**src/rtl/calc1_pkg.sv**
```systemverilog
// Shared definitions for the calc1 port scheduler: calc1 command and
// response encodings, scheduler FSM states and a one-hot helper.
package calc1_pkg;

    localparam int CLI_N = 4;

    localparam logic [3:0] CMD_NOP = 4'd0;
    localparam logic [3:0] CMD_ADD = 4'd1;
    localparam logic [3:0] CMD_SUB = 4'd2;
    localparam logic [3:0] CMD_SHL = 4'd5;
    localparam logic [3:0] CMD_SHR = 4'd6;

    localparam logic [1:0] RESP_NONE    = 2'd0;
    localparam logic [1:0] RESP_OK      = 2'd1;
    localparam logic [1:0] RESP_OVF_INV = 2'd2;
    localparam logic [1:0] RESP_ERR     = 2'd3;

    typedef enum logic [2:0] {
        ST_IDLE = 3'd0,
        ST_CMD  = 3'd1,
        ST_OP2  = 3'd2,
        ST_WAIT = 3'd3,
        ST_DONE = 3'd4
    } state_t;

    // Client-indexed vectors are ascending, so client 0 is the leftmost bit.
    function automatic logic [0:CLI_N-1] id_onehot(input logic [1:0] id);
        logic [0:CLI_N-1] oh;
        oh     = '0;
        oh[id] = 1'b1;
        return oh;
    endfunction

endpackage

```
**src/rtl/calc1_port_sched_if.sv**
```systemverilog
// Client-side bundle of the calc1 port scheduler: transaction request
// handshake plus the one-hot response strobe and shared response bus.
// Client-indexed vectors are ascending: client i owns bit i / slice i.
interface calc1_port_sched_if;

    logic [0:3]   cli_valid;
    logic [0:15]  cli_cmd;
    logic [0:127] cli_op1;
    logic [0:127] cli_op2;
    logic [0:3]   cli_ready;
    logic [0:3]   rsp_valid;
    logic [1:0]   rsp_resp;
    logic [31:0]  rsp_data;

    modport master (
        output cli_valid, cli_cmd, cli_op1, cli_op2,
        input  cli_ready, rsp_valid, rsp_resp, rsp_data
    );

    modport slave (
        input  cli_valid, cli_cmd, cli_op1, cli_op2,
        output cli_ready, rsp_valid, rsp_resp, rsp_data
    );

endinterface

```
**src/rtl/calc1_rr_arb.sv**
```systemverilog
// Four-way round-robin arbiter: combinational grant searching upward from
// a registered pointer; the pointer moves past the winner on acceptance.
module calc1_rr_arb (
    input  logic       c_clk,
    input  logic       reset,
    input  logic [0:3] req,
    input  logic       advance,
    output logic       gnt_valid,
    output logic [1:0] gnt_id
);

    logic [1:0] ptr;

    // First requester at or after the pointer, wrapping 3 -> 0.
    always_comb begin
        logic [1:0] idx;
        idx       = '0;
        gnt_valid = 1'b0;
        gnt_id    = ptr;
        for (int k = 0; k < 4; k++) begin
            idx = ptr + 2'(k);
            if (!gnt_valid && req[idx]) begin
                gnt_valid = 1'b1;
                gnt_id    = idx;
            end
        end
    end

    // Winner becomes lowest priority for the next round.
    always_ff @(posedge c_clk) begin
        if (reset) begin
            ptr <= '0;
        end else if (advance) begin
            ptr <= gnt_id + 2'd1;
        end
    end

endmodule

```
**src/rtl/calc1_port_sched.sv**
```systemverilog
// Shares one calc1 request port between four clients. A granted client's
// transaction is serialised as cmd+op1 then op2, the calc1 response (or a
// timeout) is awaited and returned to that client as a one-cycle strobe.
//
//   state | meaning
//   IDLE  | no transaction; grant a valid client (cli_ready pulses)
//   CMD   | port drives captured cmd and operand1
//   OP2   | port drives operand2; early response accepted here
//   WAIT  | port idle; await non-zero response or timeout
//   DONE  | rsp_valid to owner; no new grant this cycle
module calc1_port_sched
    import calc1_pkg::*;
#(
    parameter int NCLI    = 4,
    parameter int TIMEOUT = 64
) (
    input  logic                c_clk,
    input  logic                reset,
    calc1_port_sched_if.slave   cli,
    output logic [3:0]          port_cmd,
    output logic [31:0]         port_data,
    input  logic [1:0]          port_resp,
    input  logic [31:0]         port_out_data,
    output logic                timeout_err,
    output logic                spurious_err
);

    localparam logic [7:0] TO_LAST = 8'(TIMEOUT - 1);

    state_t      state;
    logic [1:0]  id_q;
    logic [31:0] op2_q;
    logic [7:0]  wait_cnt;

    logic        gnt_valid;
    logic [1:0]  gnt_id;
    logic        accept;
    logic [3:0]  g_cmd;
    logic [31:0] g_op1;
    logic [31:0] g_op2;

    assign accept = (state == ST_IDLE) && gnt_valid;

    calc1_rr_arb u_arb (
        .c_clk     (c_clk),
        .reset     (reset),
        .req       (cli.cli_valid),
        .advance   (accept),
        .gnt_valid (gnt_valid),
        .gnt_id    (gnt_id)
    );

    // Select the granted client's transaction fields.
    always_comb begin
        g_cmd = '0;
        g_op1 = '0;
        g_op2 = '0;
        for (int i = 0; i < NCLI; i++) begin
            if (gnt_id == 2'(i)) begin
                g_cmd = cli.cli_cmd[4*i +: 4];
                g_op1 = cli.cli_op1[32*i +: 32];
                g_op2 = cli.cli_op2[32*i +: 32];
            end
        end
    end

    // Acceptance pulse is combinational so the client sees it in the grant cycle.
    always_comb begin
        cli.cli_ready = '0;
        if (accept) begin
            cli.cli_ready = id_onehot(gnt_id);
        end
    end

    // Transaction sequencer; all port and response outputs are registered.
    always_ff @(posedge c_clk) begin
        if (reset) begin
            state         <= ST_IDLE;
            id_q          <= '0;
            op2_q         <= '0;
            wait_cnt      <= '0;
            port_cmd      <= '0;
            port_data     <= '0;
            cli.rsp_valid <= '0;
            cli.rsp_resp  <= RESP_NONE;
            cli.rsp_data  <= '0;
            timeout_err   <= 1'b0;
            spurious_err  <= 1'b0;
        end else begin
            cli.rsp_valid <= '0;
            case (state)
                ST_IDLE: begin
                    if (port_resp != RESP_NONE) begin
                        spurious_err <= 1'b1;
                    end
                    if (gnt_valid) begin
                        id_q      <= gnt_id;
                        op2_q     <= g_op2;
                        port_cmd  <= g_cmd;
                        port_data <= g_op1;
                        state     <= ST_CMD;
                    end
                end
                ST_CMD: begin
                    if (port_resp != RESP_NONE) begin
                        spurious_err <= 1'b1;
                    end
                    port_cmd  <= '0;
                    port_data <= op2_q;
                    state     <= ST_OP2;
                end
                ST_OP2: begin
                    port_data <= '0;
                    wait_cnt  <= '0;
                    if (port_resp != RESP_NONE) begin
                        cli.rsp_valid <= id_onehot(id_q);
                        cli.rsp_resp  <= port_resp;
                        cli.rsp_data  <= port_out_data;
                        state         <= ST_DONE;
                    end else begin
                        state <= ST_WAIT;
                    end
                end
                ST_WAIT: begin
                    wait_cnt <= wait_cnt + 8'd1;
                    // A real response on the last waiting cycle beats the timeout.
                    if (port_resp != RESP_NONE) begin
                        cli.rsp_valid <= id_onehot(id_q);
                        cli.rsp_resp  <= port_resp;
                        cli.rsp_data  <= port_out_data;
                        state         <= ST_DONE;
                    end else if (wait_cnt == TO_LAST) begin
                        cli.rsp_valid <= id_onehot(id_q);
                        cli.rsp_resp  <= RESP_ERR;
                        cli.rsp_data  <= '0;
                        timeout_err   <= 1'b1;
                        state         <= ST_DONE;
                    end
                end
                ST_DONE: begin
                    state <= ST_IDLE;
                end
                default: begin
                    state <= ST_IDLE;
                end
            endcase
        end
    end

endmodule
```
**src/flat_wrapper.sv**
```systemverilog
// flat-port wrapper written by rule: the top's interface ports become plain ports
module calc1_port_sched_flat import calc1_pkg::*;
#(
    parameter int NCLI    = 4,
    parameter int TIMEOUT = 64
)
  (c_clk, reset, port_cmd, port_data, port_resp, port_out_data, timeout_err, spurious_err, cli_cli_valid, cli_cli_cmd, cli_cli_op1, cli_cli_op2, cli_cli_ready, cli_rsp_valid, cli_rsp_resp, cli_rsp_data);
  calc1_port_sched_if cli_i ();
  input  logic c_clk;
  input  logic reset;
  output logic [3:0] port_cmd;
  output logic [31:0] port_data;
  input  logic [1:0] port_resp;
  input  logic [31:0] port_out_data;
  output logic timeout_err;
  output logic spurious_err;
  input wire logic [$bits(cli_i.cli_valid)-1:0] cli_cli_valid;
  input wire logic [$bits(cli_i.cli_cmd)-1:0] cli_cli_cmd;
  input wire logic [$bits(cli_i.cli_op1)-1:0] cli_cli_op1;
  input wire logic [$bits(cli_i.cli_op2)-1:0] cli_cli_op2;
  output wire logic [$bits(cli_i.cli_ready)-1:0] cli_cli_ready;
  output wire logic [$bits(cli_i.rsp_valid)-1:0] cli_rsp_valid;
  output wire logic [$bits(cli_i.rsp_resp)-1:0] cli_rsp_resp;
  output wire logic [$bits(cli_i.rsp_data)-1:0] cli_rsp_data;
  assign cli_i.cli_valid = cli_cli_valid;
  assign cli_i.cli_cmd = cli_cli_cmd;
  assign cli_i.cli_op1 = cli_cli_op1;
  assign cli_i.cli_op2 = cli_cli_op2;
  assign cli_cli_ready = cli_i.cli_ready;
  assign cli_rsp_valid = cli_i.rsp_valid;
  assign cli_rsp_resp = cli_i.rsp_resp;
  assign cli_rsp_data = cli_i.rsp_data;
  calc1_port_sched #(.NCLI(NCLI), .TIMEOUT(TIMEOUT)) u_core (.c_clk(c_clk), .reset(reset), .cli(cli_i), .port_cmd(port_cmd), .port_data(port_data), .port_resp(port_resp), .port_out_data(port_out_data), .timeout_err(timeout_err), .spurious_err(spurious_err));
endmodule
```
**config.mk**
```make
export PLATFORM = sky130hd
export DESIGN_NAME = calc1_port_sched_flat
export DESIGN_NICKNAME = d
export VERILOG_FILES = /design/src/rtl/calc1_pkg.sv /design/src/rtl/calc1_port_sched_if.sv /design/src/rtl/calc1_rr_arb.sv /design/src/rtl/calc1_port_sched.sv /design/src/flat_wrapper.sv
export SDC_FILE = /design/constraint.sdc
export NUM_CORES = 1
export LEC_CHECK = 0
export BUFFER_PORTS_ARGS = -buffer_cell sky130_fd_sc_hd__buf_2
export CORE_AREA = 4 4 148 150
export CTS_CLUSTER_DIAMETER = 40
export DETAILED_ROUTE_END_ITERATION = 8
export DIE_AREA = 0 0 152 154
export HOLD_SLACK_MARGIN = 0.12
export PLACE_DENSITY = 0.63
export SLEW_MARGIN = 20
export SYNTH_ARGS = -nofsm -noshare
export SYNTH_HDL_FRONTEND = slang
export SYNTH_SLANG_ARGS = --single-unit
```
**constraint.sdc**
```tcl
create_clock -name c_clk -period 5.58 [get_ports c_clk]
set_input_delay 0.558 -clock c_clk [delete_from_list [all_inputs] [get_ports c_clk]]
set_output_delay 0.558 -clock c_clk [all_outputs]
set_load 0.005 [all_outputs]
```
==> flow_summary.yaml <==
routing:
  drt_first_iter_violations: 552
  total_vias_in_the_final_route: 7847
  wirelength_um: 28900
  post_drt_wl_per_cell_um: 19.8
  drt.antenna.violating_nets: 0
  firstDrtPassIters: 5
  total_drc_errors_in_the_routed_layout: 0
  post_drt_via_cell_ratio: 5.37
place:
  global_placement_routability_congestion: 0.893
  placed_cells: 1428
  portBuffers: 391
  place_ws_ns: 1.82
  dpl-instance-area_um2: 8980
  hpwl_um: 21700
die:
  initial_utilization_pct: 33.8
  fp.dieArea_um2: 23400
  floorplan.core_area_um2: 20700
  dieWidth_um: 152
  floorplan.io_pins: 392
  num_rows: 53
  die_height_um: 154
sta:
  maxClockFrequency_mhz: 278
  tns_ns: 0
  setup_viol: 0
  tightestPinTransition_ns: 1.04
  slew_violations: 0
  hold_violations: 0
  final.setup_skew_ns: 0.00698
  timing.final.crit_share_pct: 64.5
  relSlewSlack_pct: 30.6
  hold-worst-slack_ns: 0.372
  post-route-min-period_ns: 3.60
  grt_setup_unrepaired: "no"
  layout_setup_ws_ns: 1.98
flow_run:
  max_cap_viol_count: 0
clock_network:
  cts_root_buf: "sky130_fd_sc_hd__clkbuf_16"
  cts.clk_slew.worst_paths_ns: 0.06
  cts_max_level: 4
  cts-resized-gates: 0
  insertion_delay_ns: 0.42
  cts_made_buffers: 17
  cts_hold_repair.buffers: 0
  clock_tree.buffer_depth: 2
  cts_tree: "built"
  cts.sinks: 123
  setup_fix_buffers_added_after_clock_tree_synthesis: 0
synthesis:
  yosys_warnings: 0
  synthArstFlopShare_pct: 0
  yosysMostFrequentCell: "sky130_fd_sc_hd__dfxtp_1"
  synth_nets: 1160
  synthCells: 843
  synth_area_leaders: "sky130_fd_sc_hd__dfxtp_1, sky130_fd_sc_hd__a221oi_2, sky130_fd_sc_hd__a21oi_1"
  post_synth_num_cell_types: 57
  synth.ff_latch_count: 123
  postSynth.topFlopCell: "sky130_fd_sc_hd__dfxtp_1"
  post_synth_most_frequent_cells: "sky130_fd_sc_hd__dfxtp_1, sky130_fd_sc_hd__nor2_1, sky130_fd_sc_hd__a21oi_1"
  synthesis.area_per_instance_um2: 8.29
  yosysSeqAreaShare_pct: 35.2
  synth_largest_type_area_fraction_pct: 35.2
  syn_area_um2: 6990
  synth-edff-count: 0
  synth_top_area_cell: "sky130_fd_sc_hd__dfxtp_1"
run_status:
  outcome: "completed"
grt:
  grt_antenna_before_repair: 2
  grt_first_pass_wirelength_um: 43300
  grt.total_usage_pct: 23.2
  grt_start_max_net_pins: 76
  via_count_of_the_first_global_routing_pass: 7319
  grt_remaining_overflow: 0
finish:
  areaGrowthSynthToFinish_pct: 37.2
  fill_cell_instance_count_of_the_final_layout: 2104
  instances_no_fill: 1461
  seq_area_um2: 2460
  design_area_um2: 9590
  multiInputGateArea_um2: 3990
  layout.nets: 1489
  layout-drive-gt1-share_pct: 42.4
hold_path:
  whs_path_depth: 3
  worst_hold_startpoint: "port_out_data[4]"
  min-delay-path-class: "in2reg"
power:
  irDropWorstVdd_mv: 0.176
  power_density_nw_per_um2: 384
  power.net_switching_uw: 1360
  share_of_power_burned_in_combinational_logic_pct: 38.4
  sequentialPowerShare_pct: 30.6
  power.clock.fraction_pct: 31.0
  cellLeakagePower_uw: 0.00433
  net_sw_share_pct: 37.1
  internal_power_uw: 2310
setup_path:
  worst-setup-path-type: "reg2out"
  timing.critical_path.from_type: "flip-flop"
  required_ns: 5.02
  r2r-start: "u_core.u_arb.ptr[1]$_SDFFE_PP0P_"
  start_point_of_the_critical_path: "u_core.u_arb.ptr[0]$_SDFFE_PP0P_"
  reg2regPathDepth: 9
  endpoint_kind: "output port"
  worst-endpoint-arrival_ns: 3.04
  crit_fanout: 33
power groups by stage:
stage	Clock, µW	Sequential, µW	Combinational [µW]
after floorplan	0	1120	978
after global placement	0	1140	1400
after detailed placement	0	1140	1410
after CTS	1170	1120	1420
after global routing	1200	1140	1540
final	1140	1130	1410
worst max-delay path, cell delays in order (launching register included):
cell and delay [ns]:
sky130_fd_sc_hd__dfxtp_1 0.39, sky130_fd_sc_hd__nor2b_1 0.08, sky130_fd_sc_hd__o21ai_0 0.15, sky130_fd_sc_hd__o211ai_1 0.17, sky130_fd_sc_hd__inv_1 0.24, sky130_fd_sc_hd__ha_4 0.30
sky130_fd_sc_hd__clkinv_1 0.81, sky130_fd_sc_hd__nor2_1 0.32, sky130_fd_sc_hd__buf_2 0.16
per-layer routing:
metal	routed length, µm	vias up	part of all wire (%)	track usage, %
li1	-	3824	-	-
met1	13300	3643	46	32.5
met2	13300	351	46	35.9
met3	1980	27	6.8	5.74
met4	364	2	1.3	5.35
met5	7	-	0.024	0
logic make-up (layout without fill, tap and decap cells):
group / after synthesis / in the layout / share of synthesized area, %
AOI/OAI and AO/OA: 305 / 305 / 35.9
xor gates and xnor gates: 1 / 1 / 0.125
adders and majority gates: 5 / 5 / 0.895
buffers and inverters: 130 / 472 / 8.40
DFF: 123 / 123 / 35.2
muxes: 2 / 2 / 0.286
other: 0 / 1 / 0
and+or+nand+nor: 277 / 277 / 19.2
sequential cells by signal (all words and copies together) (netlist names):
name	flops
u_core.id_q	2
u_core.u_arb.ptr	2
u_core.cli.rsp_valid	4
u_core.port_data	32
u_core.op2_q	32
u_core.timeout_err	1
u_core.cli.rsp_data	32
u_core.state	3
u_core.cli.rsp_resp	2
u_core.port_cmd	4
u_core.spurious_err	1
u_core.wait_cnt	8
area by class of cell:
| class | count | area share [%] |
|---|---|---|
| tap | 275 | 3.59 |
| timing repair buffer | 403 | 21.4 |
| clock inverter | 15 | 1.87 |
| antenna | 1 | 0.0261 |
| clock buffer | 17 | 4.44 |
| multi-input combinational | 590 | 41.6 |
| inverter | 37 | 1.45 |
| sequential | 123 | 25.7 |
path summary, 6_finish.rpt:
kind,slack [ns],end
max,1.98,cli_cli_ready[0]
min,0.37,u_core.cli.rsp_data[4]$_SDFFE_PP0P_
max reg2reg,2.17,u_core.port_cmd[1]$_SDFFE_PP0P_
min reg2reg,0.47,u_core.timeout_err$_SDFFE_PP0P_
cells in the final DEF (no fill, tap or decap), drive strengths merged, types with 6 or more instances in the layout:
| cell type | synthesis | final |
|---|---|---|
| nor3 | 40 | 40 |
| a221oi | 63 | 63 |
| nand2 | 78 | 78 |
| nor2b | 8 | 8 |
| nor2 | 81 | 81 |
| dfxtp | 123 | 123 |
| a311oi | 32 | 32 |
| buf | 37 | 403 |
| clkbuf | 56 | 17 |
| inv | 37 | 45 |
| nand3b | 8 | 8 |
| or3 | 27 | 27 |
| a221o | 32 | 32 |
| a21oi | 80 | 80 |
| and2 | 6 | 6 |
| o22ai | 31 | 31 |
| o21ai | 38 | 38 |
stage by stage:
| stage | total power, µW | utilization [%] |
|---|---|---|
| CTS | 3720 | 46.3 |
| finish | 3680 | 46.4 |
| global placement | 2540 | 43.4 |
| global route | 3890 | 46.4 |
| detailed placement | 2550 | 43.4 |
| floorplan | 2100 | - |
No activity file was read; power rests on OpenSTA's default activity.
